==> src/rtl/nibble_sum_sequencer_pkg.sv <==
// Shared types and default sizes for the nibble sum sequencer and its bench.
package nibble_sum_sequencer_pkg;

    localparam int unsigned NIB_W_DEF = 4;
    localparam int unsigned CNT_W_DEF = 16;

    typedef enum logic [1:0] {
        IDLE = 2'd0,
        LO   = 2'd1,
        HI   = 2'd2,
        DONE = 2'd3
    } state_e;

endpackage

==> src/rtl/nibble_sum_sequencer_if.sv <==
// Operand-in / result-out valid-ready bus of the nibble sum sequencer.
interface nibble_sum_sequencer_if #(
    parameter int unsigned NIB_W = 4
);
    logic                 in_valid;
    logic                 in_ready;
    logic [2*NIB_W-1:0]   in_a;
    logic [2*NIB_W-1:0]   in_b;
    logic                 out_valid;
    logic                 out_ready;
    logic [NIB_W:0]       out_lo;
    logic [NIB_W:0]       out_hi;
    logic [2*NIB_W:0]     out_sum;

    modport master (
        output in_valid, in_a, in_b, out_ready,
        input  in_ready, out_valid, out_lo, out_hi, out_sum
    );

    modport slave (
        input  in_valid, in_a, in_b, out_ready,
        output in_ready, out_valid, out_lo, out_hi, out_sum
    );
endinterface

==> src/rtl/nibble_sum_sequencer.sv <==
// Sequences an external nibble adder over low then high nibbles and
// recombines the two partial sums into the full operand sum.
module nibble_sum_sequencer
    import nibble_sum_sequencer_pkg::*;
#(
    parameter int unsigned NIB_W = NIB_W_DEF,
    parameter int unsigned CNT_W = CNT_W_DEF
) (
    input  logic                     clk,
    input  logic                     rst_n,
    nibble_sum_sequencer_if.slave    bus,
    output logic [2*NIB_W-1:0]       add_a,
    output logic [2*NIB_W-1:0]       add_b,
    output logic                     add_ctrl,
    input  logic [NIB_W:0]           add_q,
    output logic [CNT_W-1:0]         done_cnt
);

    localparam int unsigned OP_W  = 2 * NIB_W;
    localparam int unsigned NS_W  = NIB_W + 1;
    localparam int unsigned SUM_W = 2 * NIB_W + 1;

    state_e             state_q,     state_d;
    logic [OP_W-1:0]    op_a_q,      op_a_d;
    logic [OP_W-1:0]    op_b_q,      op_b_d;
    logic [NS_W-1:0]    out_lo_q,    out_lo_d;
    logic [NS_W-1:0]    out_hi_q,    out_hi_d;
    logic [SUM_W-1:0]   out_sum_q,   out_sum_d;
    logic               out_valid_q, out_valid_d;
    logic               in_ready_q,  in_ready_d;
    logic               add_ctrl_q,  add_ctrl_d;
    logic [CNT_W-1:0]   done_cnt_q,  done_cnt_d;

    // Next-state and datapath; add_q is only looked at in LO/HI so X elsewhere stays out.
    always_comb begin
        state_d     = state_q;
        op_a_d      = op_a_q;
        op_b_d      = op_b_q;
        out_lo_d    = out_lo_q;
        out_hi_d    = out_hi_q;
        out_sum_d   = out_sum_q;
        done_cnt_d  = done_cnt_q;

        case (state_q)
            IDLE: begin
                if (bus.in_valid && in_ready_q) begin
                    op_a_d  = bus.in_a;
                    op_b_d  = bus.in_b;
                    state_d = LO;
                end
            end
            LO: begin
                out_lo_d = add_q;
                state_d  = HI;
            end
            HI: begin
                out_hi_d  = add_q;
                out_sum_d = (SUM_W'(add_q) << NIB_W) + SUM_W'(out_lo_q);
                state_d   = DONE;
            end
            DONE: begin
                if (bus.out_ready) begin
                    done_cnt_d = done_cnt_q + CNT_W'(1);
                    state_d    = IDLE;
                end
            end
            default: state_d = IDLE;
        endcase

        // Status outputs are decoded from the next state so they register alongside it.
        in_ready_d  = (state_d == IDLE);
        out_valid_d = (state_d == DONE);
        add_ctrl_d  = (state_d == HI);
    end

    always_ff @(posedge clk or negedge rst_n) begin
        if (!rst_n) begin
            state_q     <= IDLE;
            op_a_q      <= '0;
            op_b_q      <= '0;
            out_lo_q    <= '0;
            out_hi_q    <= '0;
            out_sum_q   <= '0;
            out_valid_q <= 1'b0;
            in_ready_q  <= 1'b1;
            add_ctrl_q  <= 1'b0;
            done_cnt_q  <= '0;
        end else begin
            state_q     <= state_d;
            op_a_q      <= op_a_d;
            op_b_q      <= op_b_d;
            out_lo_q    <= out_lo_d;
            out_hi_q    <= out_hi_d;
            out_sum_q   <= out_sum_d;
            out_valid_q <= out_valid_d;
            in_ready_q  <= in_ready_d;
            add_ctrl_q  <= add_ctrl_d;
            done_cnt_q  <= done_cnt_d;
        end
    end

    assign bus.in_ready  = in_ready_q;
    assign bus.out_valid = out_valid_q;
    assign bus.out_lo    = out_lo_q;
    assign bus.out_hi    = out_hi_q;
    assign bus.out_sum   = out_sum_q;
    assign add_a         = op_a_q;
    assign add_b         = op_b_q;
    assign add_ctrl      = add_ctrl_q;
    assign done_cnt      = done_cnt_q;

endmodule
==> src/flat_wrapper.sv <==
// flat-port wrapper written by rule: the top's interface ports become plain ports
module nibble_sum_sequencer_flat import nibble_sum_sequencer_pkg::*;
#(
    parameter int unsigned NIB_W = NIB_W_DEF,
    parameter int unsigned CNT_W = CNT_W_DEF
)
  (clk, rst_n, add_a, add_b, add_ctrl, add_q, done_cnt, bus_in_valid, bus_in_a, bus_in_b, bus_out_ready, bus_in_ready, bus_out_valid, bus_out_lo, bus_out_hi, bus_out_sum);
  nibble_sum_sequencer_if #(.NIB_W(NIB_W)) bus_i ();
  input  logic clk;
  input  logic rst_n;
  output logic [2*NIB_W-1:0] add_a;
  output logic [2*NIB_W-1:0] add_b;
  output logic add_ctrl;
  input  logic [NIB_W:0] add_q;
  output logic [CNT_W-1:0] done_cnt;
  input wire logic [$bits(bus_i.in_valid)-1:0] bus_in_valid;
  input wire logic [$bits(bus_i.in_a)-1:0] bus_in_a;
  input wire logic [$bits(bus_i.in_b)-1:0] bus_in_b;
  input wire logic [$bits(bus_i.out_ready)-1:0] bus_out_ready;
  output wire logic [$bits(bus_i.in_ready)-1:0] bus_in_ready;
  output wire logic [$bits(bus_i.out_valid)-1:0] bus_out_valid;
  output wire logic [$bits(bus_i.out_lo)-1:0] bus_out_lo;
  output wire logic [$bits(bus_i.out_hi)-1:0] bus_out_hi;
  output wire logic [$bits(bus_i.out_sum)-1:0] bus_out_sum;
  assign bus_i.in_valid = bus_in_valid;
  assign bus_i.in_a = bus_in_a;
  assign bus_i.in_b = bus_in_b;
  assign bus_i.out_ready = bus_out_ready;
  assign bus_in_ready = bus_i.in_ready;
  assign bus_out_valid = bus_i.out_valid;
  assign bus_out_lo = bus_i.out_lo;
  assign bus_out_hi = bus_i.out_hi;
  assign bus_out_sum = bus_i.out_sum;
  nibble_sum_sequencer #(.NIB_W(NIB_W), .CNT_W(CNT_W)) u_core (.clk(clk), .rst_n(rst_n), .bus(bus_i), .add_a(add_a), .add_b(add_b), .add_ctrl(add_ctrl), .add_q(add_q), .done_cnt(done_cnt));
endmodule
==> config.mk <==
export PLATFORM = sky130hd
export DESIGN_NAME = nibble_sum_sequencer_flat
export DESIGN_NICKNAME = d
export VERILOG_FILES = /design/src/rtl/nibble_sum_sequencer_pkg.sv /design/src/rtl/nibble_sum_sequencer_if.sv /design/src/rtl/nibble_sum_sequencer.sv /design/src/flat_wrapper.sv
export SDC_FILE = /design/constraint.sdc
export NUM_CORES = 1
export LEC_CHECK = 0
export ABC_AREA = 1
export BUFFER_PORTS_ARGS = -buffer_cell sky130_fd_sc_hd__buf_2
export CAP_MARGIN = 30
export CORE_UTILIZATION = 53
export DETAILED_ROUTE_END_ITERATION = 7
export PLACE_DENSITY = 0.83
export SLEW_MARGIN = 10
export SYNTH_ARGS = -nofsm -noshare
export SYNTH_HDL_FRONTEND = slang
export SYNTH_SLANG_ARGS = --single-unit
==> constraint.sdc <==
create_clock -name clk -period 2.7 [get_ports clk]
set_input_delay 0.135 -clock clk [delete_from_list [all_inputs] [get_ports clk]]
set_output_delay 0.135 -clock clk [all_outputs]
set_load 0.02 [all_outputs]
After elaboration in Yosys (flattened, before gate mapping)
Cells that the tools add are included.

word-level totals
  logic and storage cells = 25
  bits in registers = 56
  output and inout bits = 54
  input port bits = 25

operators by class
  reduce and logical (&&, ||, !) cells = 5
  equality and inequality tests = 5
  add/sub/neg operators = 2
  mux-type cells = 3

operators by type and width
  kind                                                 number
  adder 16 x 1 -> 16 bit, second input constant        1
  adder 9 x 5 -> 9 bit                                 1
  equality test 2 bit, second input constant           4
  one-hot mux 2 bit (4 select lines)                   1
  zero test 2 bit                                      2
  2-to-1 mux 2 bit                                     2
  AND reduction 2 bit                                  2
  equality test 2 x 1 -> 1 bit, second input constant  1
  logical AND 1 bit                                    1

Logic depth before layout (Yosys ltp)
Gate-level depths: netlist of the first run.

  depth in word-level cells = 4
  gate-level depth with buffers = 9
  mapped depth without buffers = 9

Least setup slack after synthesis of the first run
No wires, ideal clock.

  path kind = register -> register
  start = register u_core.done_cnt_q[0] (netlist: u_core.done_cnt[0])
  end = register u_core.done_cnt_q[14] (netlist: u_core.done_cnt[14])
  arrival = 1.301 ns
  required time = 2.587 ns
  library setup time = 0.113 ns
  cell stages (with the launch flop) = 9
  path buffers = 0
  clock period less this slack = 1.414 ns
  setup slack = 1.286 ns
  path through = dfrtp_1 -> ha_1 -> inv_1 -> nor2_1 -> nand2_1 -> nor2_1 -> nand3_1 -> nand2_1 -> inv_1

on the way
  word-level cells in the longest chain between the ends = 1

ends and longest elaborated chain
  what                    line                        RTL
  start, declared         nibble_sum_sequencer.sv:32  logic [CNT_W-1:0] done_cnt_q, done_cnt_d;
  start signal, assigned  nibble_sum_sequencer.sv:98  done_cnt_q <= done_cnt_d;
  adder 16 x 1 -> 16 bit  nibble_sum_sequencer.sv:63  done_cnt_d = done_cnt_q + CNT_W'(1);

No other way between the ends.
A chain may end at the register's enable or synchronous reset.

Worst setup path after layout of the first run
Same ends and word-level chain as after synthesis.

==> out/summary.txt, run 1 <==
Worst Path Required = 2.91 ns
Critical path buffers and inverters = 2
Reg clk slew, reported paths = 0.09 ns
RePlAce Congestion = 0.820
Slowest stage delay, CP = 0.42 ns
Power density over cell area = 1070 nW/um2
Dpl hpwl = 3500 um
Gr usage total = 21.4%
Crit path cell chain = ha_1 > inv_1 > nor2_1 > nand2_1 > nor2_1 > nand3_1 > nand2_1 > inv_1
Initial antenna violation count = 0
NumNets Final = 380
Worst VDD drop = 644 uV
Top cell family by delay on the critical path = simple AND/OR/NAND/NOR gates
# rows = 23
Final WS setup = 1.26 ns
Max Cap Viol = 0
Via Count = 1956
PortBufs = 78
Slowest cell on crit path = dfrtp_1
Total negative setup slack = 0 ns
Most common cell after layout, fill and taps aside = nand2_1
Setup Viol. Count Final = 0
H-tree Lvls = 2
Syn Nets = 297
Final Hold Viols = 0
Final wirelength = 4670 um
Clk buf depth = 2
Worst EP arrival = 1.65 ns
Yosys warns = 0
Largest net degree at the start of global routing = 38
Core Util, Final = 70.4%
Initial Utilization = 57.1%
Global route overflow = 0
Tmin final = 1.44 ns
Status = completed
Layout cells sized above 1 = 25.5%
Dpl ws = 1.26 ns
Avg Synthesized Cell Area = 8.80 um2
Seq/Total Area, Yosys = 59.3%
Fmax = 0.692 GHz
Width of the die = 68.8 um
Fillers = 329
Worst-skew pair later-pin latency = 0.30 ns
Hold Crit Class = input pin to register
Clk sink count = 56
1st-pass router iterations = 4
Critical path capture point type = register
Vias/cell = 4.85
Fin crit share = 53.5%
Leak pwr = 1.67 nW
Crit Path Class = register to register
First-pass GRT wire length = 7430 um
Vias in the first global route = 1757
Die Y = 68.8 um
Die Footprint = 4740 um2
Worst slew margin = 68.7%
CORE AREA = 4140 um2
Least-Margin Pin Slew = 0.470 ns
Yosys cell types = 18
Routed WL per cell = 11.6 um
Gate Count Post-Synth = 269
Area of the mapped netlist = 2370 um2
TritonCTS Buffers = 5
Root buffer cell = clkbuf_8
Placed cells = 394
Final Max Slew Viols = 0
Critical Path Fanout Max = 4
Area delta synth->final = 23.3%
RSZ-0062 raised after global routing = no
Ant diodes = 0
Register bit total from synthesis = 56
Io pins = 79
TritonCTS clock tree = built
Non-filler cells, final = 403
Routed Antenna Nets = 0
Starting DRT DRC Count = 120
Most frequent cells in the layout = 87 x nand2_1, 78 x buf_2, 55 x dfrtp_1
Final Skew = 0.00986 ns
CP startpoint kind = register
Fin Hold WS = 0.0726 ns
DRC Markers = 0
==> sequential cells by signal, summed over array words and instances (netlist names) <==
signal and flops:
u_core.bus.in_ready 1, u_core.bus.out_sum 9, u_core.add_b 8, u_core.bus.out_lo 5
u_core.add_ctrl 1, u_core.done_cnt 16, u_core.bus.out_hi 5, u_core.state_q 2
u_core.bus.out_valid 1, u_core.add_a 8
==> kinds of logic after synthesis <==
kind of cell	after synthesis	synth area share (%)
simple gates	123	21.4
flops	56	59.3
buf+inv	45	7.24
compound gates	33	7.19
xor+xnor	9	3.33
fa+ha+maj	3	1.59
==> power by group <==
part           total [mW]  leakage [nW]  switching (mW)  internal (mW)
Combinational        1.29         0.918           0.866          0.429
Sequential           1.38         0.707           0.206           1.17
Clock               0.451        0.0455           0.241          0.210
Total                3.12          1.67            1.31           1.81
==> per-stage QoR <==
stage	area, um2	power (mW)
finish	2920	3.12
global route	2920	3.37
CTS	2920	3.16
detailed placement	2820	2.69
global placement	2820	2.64
floorplan	2370	2.21
==> layer usage <==
metal  routed length, um  track usage [%]  up-vias
met4                  40             5.87        0
met2                2160             37.0       58
met3                 271             5.43        5
met1                2200             26.5      897
met5                   0                0        -
li1                    -                -      996
==> path summary, 6_finish.rpt <==
check,start,to,slack [ns],cells past startpoint
min in group asynchronous,rst_n,u_core.done_cnt[3],0.30,2
max in group asynchronous,rst_n,u_core.bus.in_ready,1.54,3
worst min register to register,u_core.bus.out_sum[5],u_core.bus.out_sum[5],0.48,2
worst max-delay path,u_core.done_cnt[0],u_core.done_cnt[14],1.26,8
worst min-delay path,bus_in_a[6],u_core.add_a[6],0.07,3
worst max register to register,u_core.done_cnt[0],u_core.done_cnt[14],1.26,8
==> what timing repair did <==
| action | 4_1_cts | 5_1_grt |
|---|---|---|
| gates resized for setup | 0 | 0 |
| endpoints found under the hold margin | 19 | 0 |
| hold buffers | 1 | 0 |
| setup buffers | 0 | 0 |
==> synth_stat cells <==
library cell	number	area (um2)
nor3_1	4	20.0
nor2_1	15	56.3
nand2_1	87	327
a21oi_1	2	10.0
clkbuf_1	4	15.0
o21ai_0	29	145
xor2_1	6	52.6
nor2_4	1	11.3
dfrtp_1	55	1380
nand3_2	1	10.0
o211ai_1	2	15.0
ha_1	3	37.5
nand3_1	10	50.1
nand4_1	5	31.3
dfstp_2	1	26.3
buf_2	2	10.0
inv_1	39	146
xnor2_1	3	26.3
==> worst reg2reg max path, delay by kind of cell, from the launching register on <==
kind / cells / cell delay, ns
AND/OR/NAND/NOR: 5 / 0.66
adder cells (fa/ha/maj): 1 / 0.20
flip-flops: 1 / 0.42
buffers and inverters: 2 / 0.09
==> cell type report <==
class                      instances  area, um2  share of cell area, %
sequential                        56       1400                   48.1
multi-input combinational        168        792                   27.2
timing repair buffer              82        423                   14.5
inverter                          39        146                   5.02
clock buffer                       8       90.1                   3.09
tap                               50       62.6                   2.15
(Power assumes the default switching activity.)
==> inputs of run 2 (changes only) <==
--- a/config.mk
+++ b/config.mk
@@ -8,9 +8,9 @@
 export ABC_AREA = 1
 export BUFFER_PORTS_ARGS = -buffer_cell sky130_fd_sc_hd__buf_2
 export CAP_MARGIN = 30
-export CORE_UTILIZATION = 53
+export CORE_UTILIZATION = 45
 export DETAILED_ROUTE_END_ITERATION = 7
-export PLACE_DENSITY = 0.83
+export PLACE_DENSITY = 0.75
 export SLEW_MARGIN = 10
 export SYNTH_ARGS = -nofsm -noshare
 export SYNTH_HDL_FRONTEND = slang
==> constraint.sdc (replaced) <==
create_clock -name clk -period 1.2 [get_ports clk]
set_input_delay 0.06 -clock clk [delete_from_list [all_inputs] [get_ports clk]]
set_output_delay 0.06 -clock clk [all_outputs]
set_load 0.02 [all_outputs]
==> out/summary.txt, run 2 (same netlist as run 1, synthesis figures left out) <==
Status = finished, violations left
Violated checks = negative hold slack, negative setup slack
Post-Place Cell Area = 3020 um2 (+7.3%)
Clk buf depth = 2 (unchanged)
Tmin final = 1.31 ns (-0.139 ns)
First-pass GRT wire length = 9290 um (+25%)
Worst EP arrival = 1.51 ns (-0.14 ns)
Fillers = 410 (+25%)
Gr usage total = 22.4% (+1.0 points)
Initial Utilization = 46.6% (-10 points)
DRC Markers = 0 (unchanged)
Least-Margin Pin Slew = 0.287 ns (-0.183 ns)
Area delta synth->final = 49.6%
Reg clk slew, reported paths = 0.10 ns (about the same)
R2R setup slack = -0.11 ns (-1.36 ns)
Critical path capture point type = register
Routed Antenna Nets = 0 (unchanged)
Global route overflow = 0 (unchanged)
Max Cap Viol = 0 (unchanged)
Hold Crit Class = input pin to register
Setup Viol. Count Final = 9 (+9)
Width of the die = 74.5 um (+8.3%)
Ant diodes = 0 (unchanged)
CORE AREA = 5070 um2 (+22%)
Leak pwr = 1.90 nW (+14%)
Final Max Slew Viols = 0 (unchanged)
Worst VDD drop = 1500 uV (+130%)
Root buffer cell = clkbuf_8
1st-pass router iterations = 4 (unchanged)
# rows = 26 (+13%)
Largest register FFs = 16 (unchanged)
Worst Path Required = 1.40 ns (-1.51 ns)
Routed WL per cell = 13.5 um (+16%)
Layout cells sized above 1 = 41.1% (+16 points)
Clk pwr share = 13.3% (-1.1 points)
Worst slew margin = 80.9% (+12 points)
Worst-skew pair later-pin latency = 0.30 ns (about the same)
Final WS setup = -0.106 ns (-1.36 ns)
Multi-input gate area = 948 um2 (+20%)
Die Footprint = 5550 um2 (+17%)
Most common cell after layout, fill and taps aside = buf_2
Clk sink count = 56 (unchanged)
H-tree Lvls = 2 (unchanged)
Flop pwr share = 40.4% (-3.7 points)
Int Power = 4.53 mW (+150%)
Dpl ws = -0.0760 ns (-1.33 ns)
Fin crit share = 109% (+55 points)
RePlAce Congestion = 0.887 (+8.2%)
Critical Path Fanout Max = 16 (+12)
Final Instance Area = 3540 um2 (+21%)
FF+latch area = 1410 um2 (+0.71%)
Io pins = 79 (unchanged)
Crit Path Class = register to register
Largest net degree at the start of global routing = 57 (+50%)
Power density over cell area = 2240 nW/um2 (+110%)
Initial antenna violation count = 0 (unchanged)
Final Skew = 0.00447 ns (-0.00538 ns)
Vias/cell = 4.80 (-1.2%)
Final Hold Viols = 1 (+1)
Fin Hold WS = -0.00295 ns (-0.0755 ns)
Dpl hpwl = 3700 um (+5.7%)
RSZ-0062 raised after global routing = yes
Most frequent cells in the layout = 77 x buf_2, 75 x nand2_1, 47 x dfrtp_1
Via Count = 2225 (+14%)
Switching pwr = 3.42 mW (+160%)
CP startpoint kind = register
Power Total = 7.94 mW (+150%)
Final wirelength = 6260 um (+34%)
Net Sw Frac = 43.0% (+0.98 points)
Die Y = 74.5 um (+8.3%)
Fmax = 0.766 GHz (+11%)
Gate power share = 46.3% (+4.8 points)
TritonCTS clock tree = built
PortBufs = 78 (unchanged)
Vias in the first global route = 2016 (+15%)
Starting DRT DRC Count = 144 (+20%)
NumNets Final = 421 (+11%)
TritonCTS Buffers = 5 (unchanged)
[run 2: critical path, stage by stage, from the launching register on]
cell	delay, ns
dfstp_2	0.55
nand4_1	0.10
buf_6	0.15
clkbuf_16	0.16
o21ai_0	0.24
[run 2: worst paths after layout]
path | start | to | cells past startpoint
min | bus_in_a[7] | u_core.add_a[7] | 3
min in group asynchronous | rst_n | u_core.bus.out_hi[0] | 3
max reg2reg | u_core.bus.in_ready | u_core.add_a[2] | 4
min reg2reg | u_core.bus.out_sum[3] | u_core.bus.out_sum[3] | 2
max in group asynchronous | rst_n | u_core.bus.in_ready | 3
max | u_core.bus.in_ready | u_core.add_a[2] | 4
[run 2: cell type report]
| cell class | count | share of cell area [%] |
|---|---|---|
| flip-flops and latches | 56 | 39.9 |
| multi-input cells | 168 | 26.8 |
| repair buffers | 123 | 24.1 |
| inverters | 39 | 4.14 |
| well taps | 70 | 2.48 |
| clock buffers | 5 | 1.94 |
| clock inverters | 3 | 0.636 |
[run 2: power groups by stage]
stage | Clock, mW | Combinational, mW | Sequential [mW]
after CTS | 1.08 | 3.37 | 3.14
after global routing | 1.15 | 4.01 | 3.30
final | 1.06 | 3.67 | 3.21
after global placement | 0 | 3.15 | 3.12
after floorplan | 0 | 1.06 | 4.00
after detailed placement | 0 | 3.24 | 3.15
[run 2: repair_timing]
action,4_1_cts,5_1_grt
cloned,0,2
setup endpoints to repair,9,43
hold endpoints to repair,71,0
pin swaps,8,12
buffers inserted,3,5
resized for setup,7,49
hold buffers,17,0
[run 2: metrics by stage]
stage | TNS, ns | utilization (%) | std cells
floorplan | -0.120 | - | 269
global placement | -0.0377 | 59.6 | 429
detailed placement | -0.217 | 59.6 | 429
CTS | -0.0317 | 65.7 | 457
global route | -1.43 | 69.7 | 464
finish | -0.230 | 69.7 | 464
[run 2: routing by layer]
layer | vias to the layer above | routed length (um) | global-route usage (%)
met5 | - | 0 | 0
met4 | 0 | 80 | 7.34
met3 | 10 | 372 | 6.23
met2 | 77 | 3140 | 35.0
met1 | 1050 | 2670 | 30.2
li1 | 1088 | - | -
==> inputs of run 3 (changes only) <==
--- a/config.mk
+++ b/config.mk
@@ -10,7 +10,7 @@
 export CAP_MARGIN = 30
 export CORE_UTILIZATION = 45
 export DETAILED_ROUTE_END_ITERATION = 7
-export PLACE_DENSITY = 0.75
+export PLACE_DENSITY = 0.73
 export SLEW_MARGIN = 10
 export SYNTH_ARGS = -nofsm -noshare
 export SYNTH_HDL_FRONTEND = slang
==> constraint.sdc (replaced) <==
create_clock -name clk -period 1.7 [get_ports clk]
set_input_delay 0.085 -clock clk [delete_from_list [all_inputs] [get_ports clk]]
set_output_delay 0.085 -clock clk [all_outputs]
set_load 0.02 [all_outputs]
==> out/summary.txt, run 3 (same netlist as run 1, synthesis figures left out) <==
Die Footprint = 5550 um2 (unchanged)
Starting DRT DRC Count = 93 (-35%)
CP startpoint kind = register
CORE AREA = 5070 um2 (unchanged)
Final Skew = 0.00351 ns (-0.000966 ns)
Gate power share = 39.8% (-6.5 points)
Clk pwr share = 18.1% (+4.8 points)
Root buffer cell = clkbuf_8
# rows = 26 (unchanged)
H-tree Lvls = 2 (unchanged)
# resized after CTS = 0 (-7)
Critical path capture point type = register
Post-CTS setup buffer count = 0 (-3)
Routed WL per cell = 11.3 um (-17%)
Clk sink count = 56 (unchanged)
Critical path buffers and inverters = 2 (unchanged)
Final wirelength = 4770 um (-24%)
Net Sw Frac = 40.8% (-2.2 points)
Leak pwr = 1.70 nW (-10%)
Setup Viol. Count Final = 0 (-9)
Flop pwr share = 42.2% (+1.8 points)
Critical Path Fanout Max = 4 (-12)
Power density over cell area = 1730 nW/um2 (-23%)
Post-Place Cell Area = 2850 um2 (-5.6%)
Via Count = 1954 (-12%)
TritonCTS clock tree = built
Top cell family by delay on the critical path = simple AND/OR/NAND/NOR gates
Status = completed
First-pass GRT wire length = 7720 um (-17%)
Io pins = 79 (unchanged)
Ant diodes = 0 (unchanged)
Crit path cell chain = ha_1 > inv_1 > nor2_1 > nand2_1 > nor2_1 > nand3_1 > nand2_1 > inv_1
Routed Antenna Nets = 0 (unchanged)
Global route overflow = 0 (unchanged)
Worst-skew pair later-pin latency = 0.31 ns (about the same)
Slowest cell on crit path = dfrtp_1
Dpl hpwl = 3500 um (-5.4%)
Die Y = 74.5 um (unchanged)
Worst VDD drop = 923 uV (-38%)
Clk buf depth = 2 (unchanged)
1st-pass router iterations = 5 (+1)
Hold-fix buffers at CTS = 2 (-15)
Final Hold Viols = 0 (-1)
Area delta synth->final = 26.8%
DRC Markers = 0 (unchanged)
Tmin final = 1.45 ns (+0.142 ns)
Most frequent cells in the layout = 87 x nand2_1, 78 x buf_2, 55 x dfrtp_1
Worst EP arrival = 1.66 ns (+0.15 ns)
Gr usage total = 18.4% (-4.0 points)
Fmax = 0.691 GHz (-9.8%)
Crit Path Class = register to register
Reg clk slew, reported paths = 0.10 ns (about the same)
Final Instance Area = 3000 um2 (-15%)
Switching pwr = 2.12 mW (-38%)
FF+latch area = 1400 um2 (-0.71%)
Most common cell after layout, fill and taps aside = nand2_1
Int Power = 3.06 mW (-32%)
Hold Crit Class = input pin to register
Largest register FFs = 16 (unchanged)
Total negative setup slack = 0 ns (+0.230 ns)
Fillers = 469 (+14%)
Vias/cell = 4.61 (-3.9%)
NumNets Final = 381 (-9.5%)
Initial antenna violation count = 0 (unchanged)
Fin Hold WS = 0.0113 ns (+0.0143 ns)
Least-Margin Pin Slew = 0.586 ns (+0.299 ns)
Width of the die = 74.5 um (unchanged)
Vias in the first global route = 1706 (-15%)
Fin crit share = 85.2% (-24 points)
Layout cells sized above 1 = 26.0% (-15 points)
Largest net degree at the start of global routing = 34 (-40%)
Max Cap Viol = 0 (unchanged)
RSZ-0062 raised after global routing = no
Multi-input gate area = 792 um2 (-16%)
Final Max Slew Viols = 0 (unchanged)
Slowest stage delay, CP = 0.42 ns (-0.13 ns)
Initial Utilization = 46.6% (unchanged)
PortBufs = 78 (unchanged)
Worst Path Required = 1.91 ns (+0.51 ns)
RePlAce Congestion = 0.819 (-7.7%)
Worst slew margin = 60.9% (-20 points)
TritonCTS Buffers = 5 (unchanged)
[run 3: metal layers]
layer	GRT usage (%)	wire length [um]
met1	24.9	2300
met2	28.4	2160
met3	4.74	250
met4	7.13	57
met5	0	0
[run 3: path summary, 6_finish.rpt]
path	slack, ns	depth (start not counted)	endpoint	startpoint
worst max-delay path	0.25	8	u_core.done_cnt[14]	u_core.done_cnt[0]
worst max register to register	0.25	8	u_core.done_cnt[14]	u_core.done_cnt[0]
worst min register to register	0.47	2	u_core.bus.out_sum[1]	u_core.bus.out_sum[1]
min in group asynchronous	0.31	2	u_core.bus.out_hi[4]	rst_n
max in group asynchronous	0.83	3	u_core.done_cnt[11]	rst_n
worst min-delay path	0.01	3	u_core.add_a[1]	bus_in_a[1]
[run 3: power groups by stage]
stage	Sequential [mW]	Clock, mW	Combinational, mW
final	2.18	0.937	2.06
after global placement	2.19	0	2.04
after floorplan	2.79	0	0.725
after CTS	2.19	0.959	2.09
after global routing	2.26	1.01	2.27
after detailed placement	2.20	0	2.09
[run 3: layout make-up]
| cell class | count | share of cell area, % |
|---|---|---|
| Sequential cell | 56 | 46.7 |
| Timing Repair Buffer | 83 | 14.8 |
| Clock buffer | 7 | 3.21 |
| Tap cell | 70 | 2.92 |
| Inverter | 39 | 4.88 |
| Clock inverter | 1 | 1.00 |
| Multi-Input combinational cell | 168 | 26.4 |
[run 3: worst register-to-register path, stage by stage (launching register included)]
cell and delay [ns]:
dfrtp_1 0.42, ha_1 0.19, inv_1 0.06, nor2_1 0.17
nand2_1 0.07, nor2_1 0.23, nand3_1 0.10, nand2_1 0.08
inv_1 0.04
[run 3: through the flow]
| stage | total power, mW | utilization, % | worst slack [ns] | cells |
|---|---|---|---|---|
| 2_1_floorplan | 3.52 | - | 0.286 | 269 |
| 3_3_place_gp | 4.22 | 56.2 | 0.377 | 414 |
| 3_5_place_dp | 4.29 | 56.2 | 0.271 | 414 |
| 4_1_cts | 5.23 | 59.1 | 0.260 | 424 |
| 5_1_grt | 5.54 | 59.1 | 0.108 | 424 |
| 6_report | 5.18 | 59.1 | 0.252 | 424 |
